==> src/rtl/ifetch_queue_if.sv <==
// rtl/ifetch_queue_if.sv - redirect, imem and output-stream bundle for ifetch_queue
// Optional misalign signal present when IFQ_ALIGN_CHECK_EN is defined.
interface ifetch_queue_if #(
  parameter int DEPTH = 4
);
  logic                       redirect_valid;
  logic [31:0]                redirect_pc;
  logic [31:0]                imem_addr;
  logic [31:0]                imem_instr;
  logic                       out_valid;
  logic                       out_ready;
  logic [31:0]                out_pc;
  logic [31:0]                out_instr;
  logic [$clog2(DEPTH+1)-1:0] count;
`ifdef IFQ_ALIGN_CHECK_EN
  logic                       misalign;

  modport master (
    input  redirect_valid, redirect_pc, imem_instr, out_ready,
    output imem_addr, out_valid, out_pc, out_instr, count, misalign
  );
  modport slave (
    output redirect_valid, redirect_pc, imem_instr, out_ready,
    input  imem_addr, out_valid, out_pc, out_instr, count, misalign
  );
`else
  modport master (
    input  redirect_valid, redirect_pc, imem_instr, out_ready,
    output imem_addr, out_valid, out_pc, out_instr, count
  );
  modport slave (
    output redirect_valid, redirect_pc, imem_instr, out_ready,
    input  imem_addr, out_valid, out_pc, out_instr, count
  );
`endif
endinterface

==> src/rtl/ifetch_queue.sv <==
// rtl/ifetch_queue.sv - sequential instruction prefetch FIFO with redirect flush
// Optional IFQ_ALIGN_CHECK_EN adds a misalign flag that blocks fetch after an unaligned redirect.
module ifetch_queue #(
  parameter int          DEPTH    = 4,
  parameter logic [31:0] RESET_PC = 32'hBFC0_0000
) (
  input logic            clk,
  input logic            reset,
  ifetch_queue_if.master bus
);
  localparam int PW = $clog2(DEPTH);
  localparam int CW = $clog2(DEPTH + 1);

  logic [31:0]   fetch_pc;
  logic [PW-1:0] rd_ptr;
  logic [PW-1:0] wr_ptr;
  logic [CW-1:0] count_q;
  logic [31:0]   pc_mem    [DEPTH];
  logic [31:0]   instr_mem [DEPTH];
  logic          pop;
  logic          push;
  logic          blocked;

`ifdef IFQ_ALIGN_CHECK_EN
  logic misalign_q;
  assign blocked      = misalign_q;
  assign bus.misalign = misalign_q;
`else
  assign blocked = 1'b0;
`endif

  assign bus.out_valid = (count_q != '0);
  assign pop           = bus.out_valid && bus.out_ready;
  // A full queue still accepts a fetch when the head leaves in the same cycle.
  assign push          = !bus.redirect_valid && !blocked && ((count_q < CW'(DEPTH)) || pop);

  assign bus.imem_addr = fetch_pc;
  assign bus.out_pc    = pc_mem[rd_ptr];
  assign bus.out_instr = instr_mem[rd_ptr];
  assign bus.count     = count_q;

  always_ff @(posedge clk) begin
    if (!reset) begin
      fetch_pc <= RESET_PC;
      rd_ptr   <= '0;
      wr_ptr   <= '0;
      count_q  <= '0;
      for (int i = 0; i < DEPTH; i++) begin
        pc_mem[i]    <= '0;
        instr_mem[i] <= '0;
      end
`ifdef IFQ_ALIGN_CHECK_EN
      misalign_q <= 1'b0;
`endif
    end else if (bus.redirect_valid) begin
      // Flush: any same-cycle pop is absorbed since rd_ptr jumps to wr_ptr.
      count_q <= '0;
      rd_ptr  <= wr_ptr;
`ifdef IFQ_ALIGN_CHECK_EN
      fetch_pc   <= bus.redirect_pc;
      misalign_q <= |bus.redirect_pc[1:0];
`else
      fetch_pc <= {bus.redirect_pc[31:2], 2'b00};
`endif
    end else begin
      if (push) begin
        pc_mem[wr_ptr]    <= fetch_pc;
        instr_mem[wr_ptr] <= bus.imem_instr;
        wr_ptr            <= wr_ptr + PW'(1);
        fetch_pc          <= fetch_pc + 32'd4;
      end
      if (pop) begin
        rd_ptr <= rd_ptr + PW'(1);
      end
      if (push && !pop) begin
        count_q <= count_q + CW'(1);
      end else if (!push && pop) begin
        count_q <= count_q - CW'(1);
      end
    end
  end
endmodule

==> src/flat_wrapper.sv <==
// flat-port wrapper written by rule: the top's interface ports become plain ports
module ifetch_queue_flat 
#(
  parameter int          DEPTH    = 4,
  parameter logic [31:0] RESET_PC = 32'hBFC0_0000
)
  (clk, reset, bus_redirect_valid, bus_redirect_pc, bus_imem_instr, bus_out_ready, bus_imem_addr, bus_out_valid, bus_out_pc, bus_out_instr, bus_count);
  ifetch_queue_if #(.DEPTH(DEPTH)) bus_i ();
  input logic clk;
  input logic reset;
  input wire logic [$bits(bus_i.redirect_valid)-1:0] bus_redirect_valid;
  input wire logic [$bits(bus_i.redirect_pc)-1:0] bus_redirect_pc;
  input wire logic [$bits(bus_i.imem_instr)-1:0] bus_imem_instr;
  input wire logic [$bits(bus_i.out_ready)-1:0] bus_out_ready;
  output wire logic [$bits(bus_i.imem_addr)-1:0] bus_imem_addr;
  output wire logic [$bits(bus_i.out_valid)-1:0] bus_out_valid;
  output wire logic [$bits(bus_i.out_pc)-1:0] bus_out_pc;
  output wire logic [$bits(bus_i.out_instr)-1:0] bus_out_instr;
  output wire logic [$bits(bus_i.count)-1:0] bus_count;
  assign bus_i.redirect_valid = bus_redirect_valid;
  assign bus_i.redirect_pc = bus_redirect_pc;
  assign bus_i.imem_instr = bus_imem_instr;
  assign bus_i.out_ready = bus_out_ready;
  assign bus_imem_addr = bus_i.imem_addr;
  assign bus_out_valid = bus_i.out_valid;
  assign bus_out_pc = bus_i.out_pc;
  assign bus_out_instr = bus_i.out_instr;
  assign bus_count = bus_i.count;
  ifetch_queue #(.DEPTH(DEPTH), .RESET_PC(RESET_PC)) u_core (.clk(clk), .reset(reset), .bus(bus_i));
endmodule
==> config.mk <==
export PLATFORM = sky130hd
export DESIGN_NAME = ifetch_queue_flat
export DESIGN_NICKNAME = d
export VERILOG_FILES = /design/src/rtl/ifetch_queue_if.sv /design/src/rtl/ifetch_queue.sv /design/src/flat_wrapper.sv
export SDC_FILE = /design/constraint.sdc
export NUM_CORES = 1
export LEC_CHECK = 0
export BUFFER_PORTS_ARGS = -buffer_cell sky130_fd_sc_hd__buf_2
export CELL_PAD_IN_SITES_DETAIL_PLACEMENT = 1
export CELL_PAD_IN_SITES_GLOBAL_PLACEMENT = 2
export CORE_ASPECT_RATIO = 0.8
export CORE_UTILIZATION = 30
export DETAILED_ROUTE_END_ITERATION = 10
export PLACE_DENSITY_LB_ADDON = 0.1
export SLEW_MARGIN = 20
export SYNTH_ARGS = -nofsm -noshare
export SYNTH_HDL_FRONTEND = slang
export SYNTH_SLANG_ARGS = --single-unit
==> constraint.sdc <==
create_clock -name clk -period 6.9 [get_ports clk]
set_input_delay 0.69 -clock clk [delete_from_list [all_inputs] [get_ports clk]]
set_output_delay 0.69 -clock clk [all_outputs]
set_load 0.01 [all_outputs]
# Yosys cells after proc, flatten, opt, wreduce, memory -nomap -nowiden
# Memories as Yosys holds them, arrays and structs flattened. A register that Yosys moved wholly into a read port is not among the register bits.
# Index checks and enable logic that the tools add are counted.
# word_totals
regBits	39
ramBits	256
inputBits	68
output_inout_bits	100
word_cells	52
n_memories	2
# op_classes
addsub	5
n_lt_le_gt_ge	1
n_mux	21
bitwise_logic	2
reduce_logical	16
# mem_list
memory	depth	width	read_ports	rd_clocked_by_memory_dff	write_ports	line	source
u_core.instr_mem	4	32	1	1	4	ifetch_queue.sv:19	logic [31:0] instr_mem [DEPTH];
u_core.pc_mem	4	32	1	1	4	ifetch_queue.sv:18	logic [31:0] pc_mem [DEPTH];
# op_table
op	n
$mux 32	4
$reduce_or 32->1	2
$add 32x3->32 const B	1
$mux 2	8
$mux 1	7
$mux 3	2
$reduce_bool 2->1	3
$add 2x1->2 const B	2
$logic_and 1x1->1	4
$add 3x1->3 const B	1
$logic_not 1->1	3
$lt 3x3->1 const B	1
$reduce_bool 3->1	1
$sub 3x1->3 const B	1
$not 1->1	2
$reduce_and 2->1	1
$reduce_or 2->1	1
$logic_or 1x1->1	1

# Depth between registers and ports, before layout
# Gate-level depths: netlist of run 1.
# logic_depth
ltp_word	10
mapped_depth	9

# Worst setup path after synthesis of run 1
# Ideal clock, no wire load.
# synth_timing
path_type	input -> register
start	input bus_redirect_valid
end	memory u_core.instr_mem[2][0] (enable)
setup_time_ps	574
arrival_ps	5678
required_ps	6326
slack_ps	647
stages	3
n_path_buf	2
cell_sequence	buf_2 > buf_1 > o31ai_1
# synth_lines
element	line	source
from (decl)	flat_wrapper.sv:11	input wire logic [$bits(bus_i.redirect_valid)-1:0] bus_redirect_valid;
to (decl)	ifetch_queue.sv:19	

==> metrics, run 1 <==
crit-path max FO=37; Synth Cell Area=0.0125 mm²; hold endpoint=u_core.bus.imem_addr[28]; leading area contributor after synthesis=edfxtp_1; FF-to-FF End=u_core.instr_mem[1][5]; Synth top cells by count=edfxtp_1, nor2_1, nand2_1; first-pass GRT wire length=52100 µm; fmax=0.279 GHz; combinational power share=11.0%; drt first-iter violations=406; dominant synthesized flop cell=edfxtp_1; worst-skew pair later-pin latency=0.52 ns; R2R Setup Slk=3.90 ns; share of the synthesized area in the top cell type=59.4%; Min-Delay Path Class=in2reg; startpoint class of the critical path=flop; Reg2Reg Depth=6; clk root buf=clkbuf_16; post-synth cell types=42; Max-Cap Viols=0; Final WS setup=3.31 ns; Vias per Instance=4.67; Top Usage Layer GRT=met2; RSZ-0062 raised after global routing=false; Hold Violations, Final=0; period utilisation layout=52.0%; TNS Setup=0 ns; GP Congestion=0.707; first-pass iteration count of the detailed router=6; nets@finish=1152; status=finished clean; Die Wd=231 µm; Core ar.=0.0409 mm²; PostCTS Resize Cnt=0; final setup fails=0; static leakage=5.93 nW; DIE AREA=0.0426 mm²; Power Total=4.40 mW; clock share of power=41.5%; sw power=1.09 mW; Layout area overhead=19.9%; sequential element share of the synthesized area=65.6%; Cells after DPL=1587; Ant. Diodes=0; via count=7703; DR WL/cell=20.9 µm; cell depth of the worst hold path=3; Worst Hold Launch=bus_redirect_pc[28]; antenna-violating nets left=0; Num CTS Buffers=36; most numerous cell in the Yosys netlist=edfxtp_1; largest net degree at the start of global routing=64; Global Route Usage Sum=16.5%; Ports=168; I/O Buffers=161; starting density of the core=30.7%; final wirelength=34500 µm; asr flop ratio synth=0%; Crit Path Class=reg2out; Sw Share=24.9%; vias in the first global route=8339; met1 usage=22.3%; initial antenna violation count=0; CTS tree=done; clock sinks=287; clock buffer depth=3; hold_buf cts=0; worst slew pin tran=1.06 ns; GRT overflow=0; Sequential Power Share=47.5%; clock period minus worst slack=3.59 ns; GR Util met3=2.60%; pre-CTS worst setup slack=2.61 ns; Ys Warns=0; Die Y=185 µm; GRT met2 Usage=27.7%; Reg-to-Reg Start=u_core.bus.count[2]; Residual DRC=0; Pwr per Cell Area=293 mW/mm²; Yosys reg bits=287; Arr. time, crit path=2.90 ns; VDD IR max=0.000123 V; number of enable flip-flop cells after synthesis=248; Worst-path clk slew=0.06 ns; Slew HR=29.6%; Worst Path Required=6.21 ns; Synth area leaders=edfxtp_1, mux4_2, dfxtp_1; H-tree depth=2; Syn Inst Count=925; setup bufs post-CTS=0; post-DP HPWL=20000 µm; max-slew violations=0; endpoint class of the critical path=output port; Int Pwr=3.31 mW; syn avg cell area=13.5 µm²; num rows=66; Cell Count, Final, Fillers Out=1649; clk_skew=0.0188 ns; share of cells above drive strength 1=27.6%
## final cells by class
cell class | instances | area, µm²
clock inverter | 14 | 150
inverter | 65 | 244
sequential | 287 | 8240
clock buffer | 48 | 967
tap | 544 | 681
multi-input combinational | 517 | 3850
fill | 4357 | 25800
timing repair buffer | 174 | 903
## power by group through the flow
stage | Combinational [mW] | Clock, mW | Sequential [mW]
2_1_floorplan | 0.302 | 0 | 2.10
3_3_place_gp | 0.500 | 0 | 2.13
3_5_place_dp | 0.501 | 0 | 2.13
4_1_cts | 0.503 | 1.88 | 2.10
5_1_grt | 0.530 | 1.94 | 2.11
6_report | 0.484 | 1.83 | 2.09
## flip-flops by register name, indices dropped and copies added, names as in the netlist, named ones only
name / cells
u_core.rd_ptr: 2
u_core.bus.imem_addr: 30
u_core.pc_mem: 120
u_core.instr_mem: 128
u_core.bus.count: 3
u_core.wr_ptr: 2
## layout by cell type (no fill, tap or decap), types with 3 or more instances in the layout
| master | count |
|---|---|
| a21oi_1 | 22 |
| a31o_2 | 3 |
| a31oi_1 | 3 |
| and2_1 | 72 |
| and4_1 | 4 |
| buf_2 | 161 |
| buf_4 | 13 |
| bufinv_16 | 3 |
| clkbuf_1 | 11 |
| clkbuf_16 | 37 |
| clkinv_1 | 4 |
| clkinv_2 | 6 |
| conb_1 | 4 |
| dfxtp_1 | 37 |
| edfxtp_1 | 248 |
| inv_1 | 64 |
| mux4_2 | 62 |
| nand2_1 | 84 |
| nand2b_1 | 4 |
| nand3_1 | 14 |
| nand4_1 | 14 |
| nor2_1 | 139 |
| nor2b_1 | 3 |
| nor3_1 | 3 |
| nor4_4 | 4 |
| o21ai_0 | 26 |
| or3_1 | 4 |
| xnor2_1 | 6 |
| xor2_1 | 22 |
## routing by layer
metal  up-vias  share of wire [%]
li1       3593                  -
met1      3933                 47
met2       129                 48
met3        48                3.5
met4         0                1.6
met5         -                  0
## how the worst max path moves through the flow
stage / end / cells after the start / slack (ns) / from
final: bus_out_pc[17] / 3 / 3.31 / flop
after global routing: bus_out_pc[17] / 3 / 3.06 / flop
after CTS: u_core.instr_mem[1][21] / 8 / 3.14 / bus_redirect_valid
after detailed placement: u_core.instr_mem[1][21] / 8 / 2.61 / bus_redirect_valid
after global placement: u_core.instr_mem[1][17] / 8 / 2.58 / bus_redirect_valid
after floorplan: u_core.instr_mem[2][0] / 3 / 0.65 / bus_redirect_valid
## cells by family after synthesis
family / synth area share, %
simple gates: 14.0
fa+ha+maj: 0.359
mux: 11.2
flops: 65.6
buf+inv: 4.10
other cells: 0.0299
compound gates: 2.73
xor+xnor: 1.96
## critical path: stages (launching register included)
cell and delay, ns:
dfxtp_4 0.90, buf_4 0.62, mux4_2 0.64, buf_2 0.17
## through the flow
stage | util, % | instance area, µm² | hold slack [ns]
after floorplan | - | 12500 | 0.531
after global placement | 34.0 | 13900 | 0.525
after detailed placement | 34.0 | 13900 | 0.547
after CTS | 36.8 | 15000 | 0.403
after global routing | 36.8 | 15000 | 0.427
final | 36.8 | 15000 | 0.421
(Power assumes the default switching activity.)
==> inputs of run 2 (changes only) <==
clock period = 3.4 ns   (was 6.9 ns; I/O delays follow)
==> run 2 against run 1 <==
  * Die area is the same
  * Register-to-register slack lost 3.0 ns
  * Clock-buffer cell count shrank 1
  * Non-clock buffer count grew 6
  * Sequential power grew 100%
  * Flip-flop and latch count is the same
  * Critical path depth is the same
  * Largest cell class unchanged
==> metrics, run 2 (synthesis gave the netlist of run 1 again) <==
status=finished clean; DR WL/cell=20.9 µm; antenna-violating nets left=0; nets@finish=1156; post-DP HPWL=20100 µm; clock sinks=287; clock period minus worst slack=2.52 ns; starting density of the core=30.7%; H-tree depth=2; max incr delay on CP=0.72 ns; vias in the first global route=8222; via count=7679; endpoint class of the critical path=output port; clk root buf=clkbuf_16; critical path's top delay family=flip-flops; CP endpoint=bus_out_pc[26]; commonest non-fill, non-tap cell in the layout=edfxtp_1; static leakage=6.01 nW; drt first-iter violations=373; Die Wd=231 µm; final setup fails=0; Ports=168; hold_buf cts=0; Vias per Instance=4.64; period utilisation layout=74.1%; Most flops, register=u_core.instr_mem; Crit Path Class=reg2out; pre-CTS worst setup slack=0.938 ns; TNS Setup=0 ns; Power Total=9.00 mW; worst-skew pair later-pin latency=0.51 ns; I/O Buffers=161; critical-path cell list=buf_12 -> mux4_2 -> buf_2; largest net degree at the start of global routing=63; clock buffer depth=3; Layout area overhead=21.3%; share of cells above drive strength 1=28.2%; Reg2Reg Depth=5; Worst-path clk slew=0.06 ns; Reg-to-Reg Start=u_core.bus.imem_addr[3]; max-slew violations=0; GRT overflow=0; Arr. time, crit path=2.18 ns; Num CTS Buffers=34; RSZ-0062 raised after global routing=false; first-pass GRT wire length=51900 µm; setup bufs post-CTS=0; startpoint class of the critical path=flop; Global Route Usage Sum=16.5%; VDD IR max=0.000239 V; most frequent cells in the layout=edfxtp_1, buf_2, nor2_1; final wirelength=34600 µm; num rows=66; GP Congestion=0.703; fmax=0.397 GHz; Die Y=185 µm; Largest register FFs=128; PostCTS Resize Cnt=0; Final WS setup=0.881 ns; Worst Path Required=3.06 ns; FF-to-FF End=u_core.bus.imem_addr[26]; DIE AREA=0.0426 mm²; Slew HR=36.5%; first-pass iteration count of the detailed router=4; Pwr per Cell Area=592 mW/mm²; CTS tree=done; worst slew pin tran=0.953 ns; Min-Delay Path Class=in2reg; Residual DRC=0; clk_skew=0.00790 ns; WP buf/inv=2; initial antenna violation count=0; R2R Setup Slk=0.93 ns; Max-Cap Viols=0; Hold Violations, Final=0; Fillers=4328; CP Depth=3; crit-path max FO=32; Core ar.=0.0409 mm²; CP max stage cell=dfxtp_4
[run 2: worst min-delay path by stage]
stage | slack, ns | from | to | depth (start not counted)
after global placement | 0.52 | u_core.bus.count[2] | u_core.bus.count[2] | 2
after detailed placement | 0.54 | u_core.bus.count[2] | u_core.bus.count[2] | 2
after global routing | 0.08 | bus_redirect_pc[29] | u_core.bus.imem_addr[29] | 3
after floorplan | 0.49 | bus_redirect_pc[23] | u_core.bus.imem_addr[23] | 2
after CTS | 0.04 | bus_redirect_pc[23] | u_core.bus.imem_addr[23] | 3
final | 0.07 | bus_redirect_pc[23] | u_core.bus.imem_addr[23] | 3
[run 2: worst register-to-register path, stage by stage (launching register included)]
cell      delay [ns]
dfxtp_1         0.58
ha_1            0.32
nand2_1         0.12
nor4_4          0.76
nand4_1         0.29
a311oi_1        0.31
[run 2: cell type report]
cell class,count,area [µm²],area share [%]
sequential,287,8240,54.2
multi-input combinational,517,3850,25.3
timing repair buffer,180,1050,6.90
clock buffer,47,966,6.35
tap,544,681,4.48
inverter,65,244,1.60
clock inverter,13,173,1.14
antenna,1,2.50,0.0165
[run 2: per-stage QoR]
step | instance area [µm²] | instances | util, % | hold slack, ns
CTS | 15200 | 1653 | 37.2 | 0.0446
global route | 15200 | 1653 | 37.2 | 0.0804
finish | 15200 | 1654 | 37.2 | 0.0699
floorplan | 12600 | 928 | - | 0.489
detailed placement | 14100 | 1593 | 34.4 | 0.543
global placement | 14100 | 1593 | 34.4 | 0.521
[run 2: report_power, final]
part / switching [mW] / internal, mW
clock network: 1.46 / 2.30
registers: 0.129 / 4.09
logic: 0.612 / 0.417
total: 2.20 / 6.81
[run 2: per-layer routing]
layer	vias to the layer above	global-route usage, %	share of wire [%]
met4	0	3.74	1.4
met5	-	0	0
li1	3610	-	-
met1	3913	22.8	47
met2	119	27.2	48
met3	37	2.62	3.5
==> inputs of run 3 (changes only) <==
clock period = 2.5 ns   (was 3.4 ns; I/O delays follow)
==> run 3 against run 2 <==
  * Worst hold slack worse by 0.051 ns
  * Combinational power up 43%
  * Largest cell class unchanged
  * Routed wire length is 1.7% higher
  * Clock power grew 30%
  * Critical endpoint is now bus_out_pc[11]
==> metrics, run 3 (synthesis gave the netlist of run 1 again) <==
starting density of the core=30.7%; Pwr per Cell Area=779 mW/mm²; status=finished clean; max-slew violations=0; commonest non-fill, non-tap cell in the layout=edfxtp_1; Core ar.=0.0409 mm²; DIE AREA=0.0426 mm²; vias in the first global route=8584; final setup fails=0; combinational power share=12.2%; worst slew pin tran=0.984 ns; most frequent cells in the layout=edfxtp_1, buf_2, nor2_1; Min-Delay Path Class=in2reg; Num CTS Buffers=35; antenna-violating nets left=0; Ports=168; via count=7881; GP Congestion=0.706; H-tree depth=2; Layout area overhead=23.9%; period utilisation layout=94.6%; Final WS setup=0.136 ns; first-pass GRT wire length=53300 µm; Most flops, register=u_core.instr_mem; drt first-iter violations=339; initial antenna violation count=0; first-pass iteration count of the detailed router=4; fmax=0.423 GHz; share of cells above drive strength 1=28.9%; sw power=3.06 mW; Sw Share=25.3%; startpoint class of the critical path=flop; clock share of power=40.4%; final wirelength=35200 µm; Cells after DPL=1609; Max-Cap Viols=0; VDD IR max=0.000446 V; Int Pwr=9.03 mW; Crit Path Class=reg2out; GRT overflow=0; clock period minus worst slack=2.36 ns; Power Total=12.1 mW; crit-path max FO=28; Largest register FFs=128; hold_buf cts=21; RSZ-0062 raised after global routing=false; Vias per Instance=4.66; Global Route Usage Sum=16.8%; I/O Buffers=161; largest net degree at the start of global routing=63; Register Area=0.00824 mm²; Cell Count, Final, Fillers Out=1692; num rows=66; Residual DRC=0; Arr. time, crit path=2.11 ns; Sequential Power Share=47.5%; clk root buf=clkbuf_16; PostCTS Resize Cnt=0; pre-CTS worst setup slack=0.239 ns; clock sinks=287; static leakage=6.18 nW; endpoint class of the critical path=output port; Die Y=185 µm; Slew HR=34.3%; Hold Violations, Final=0; clock buffer depth=3; Worst-path clk slew=0.06 ns; Ant. Diodes=0; setup bufs post-CTS=0; multi-input logic area=0.00386 mm²; clk_skew=0.0233 ns; post-DP HPWL=21000 µm; CTS tree=done; nets@finish=1194; Die Wd=231 µm; Worst Path Required=2.25 ns; worst-skew pair later-pin latency=0.52 ns; DR WL/cell=20.8 µm; Fillers=4343
## run 3: changes by cell type in the layout (fill, tap and decap cells not counted), moves of 2 or more
cell / before / now
clkbuf_1: 8 / 5
bufinv_16: 4 / 2
dlygate4sd3_1: 0 / 21
clkbuf_8: 2 / 0
nand2b_4: 1 / 3
clkinv_2: 4 / 10
buf_4: 11 / 24
buf_12: 8 / 11
dfxtp_1: 37 / 35
clkinv_1: 2 / 6
nand2b_2: 2 / 0
dfxtp_2: 0 / 2
## run 3: final timing paths
path                            start  cells after the start  slack (ns)                       end
hold / removal    bus_redirect_pc[17]                      3        0.02  u_core.bus.imem_addr[17]
setup reg to reg  u_core.bus.count[2]                      8        0.28       u_core.bus.count[2]
hold reg to reg   u_core.bus.count[1]                      2        0.56       u_core.bus.count[1]
setup / recovery                 flop                      3        0.14            bus_out_pc[11]
## run 3: final cells by class
cell class              count  area share, %
flip-flops and latches    287           53.1
clock buffers              41           5.92
clock inverters            21           1.06
inverters                  65           1.57
well taps                 544           4.38
repair buffers            217           9.12
multi-input cells         517           24.9
## run 3: worst max-delay path, cell delays in order, from the launching register on
cell and delay [ns]:
dfxtp_4 0.51, buf_12 0.30, mux4_2 0.58, buf_2 0.16
## run 3: per-layer routing
layer	vias to the layer above	GRT usage, %	wire, µm
met5	-	0	0
li1	3686	-	-
met2	123	28.8	17200
met3	45	2.77	1260
met1	4027	22.3	16200
met4	0	3.71	540
## run 3: stage by stage
step / cell area (µm²) / setup TNS [ns] / utilization (%) / hold WS [ns]
final: 15500 / 0 / 38.0 / 0.0186
after global routing: 15500 / 0 / 38.0 / 0.00342
after CTS: 15500 / 0 / 38.0 / 0.000474
after detailed placement: 14200 / 0 / 34.8 / 0.505
after global placement: 14200 / 0 / 34.8 / 0.504
after floorplan: 12600 / -12.89 / - / 0.399
## run 3: power by group through the flow
stage | clock network (mW) | logic, mW | registers (mW)
2_1_floorplan | 0 | 0.843 | 5.78
3_3_place_gp | 0 | 1.49 | 5.84
3_5_place_dp | 0 | 1.50 | 5.85
4_1_cts | 5.03 | 1.53 | 5.75
5_1_grt | 5.22 | 1.61 | 5.78
6_report | 4.88 | 1.47 | 5.74
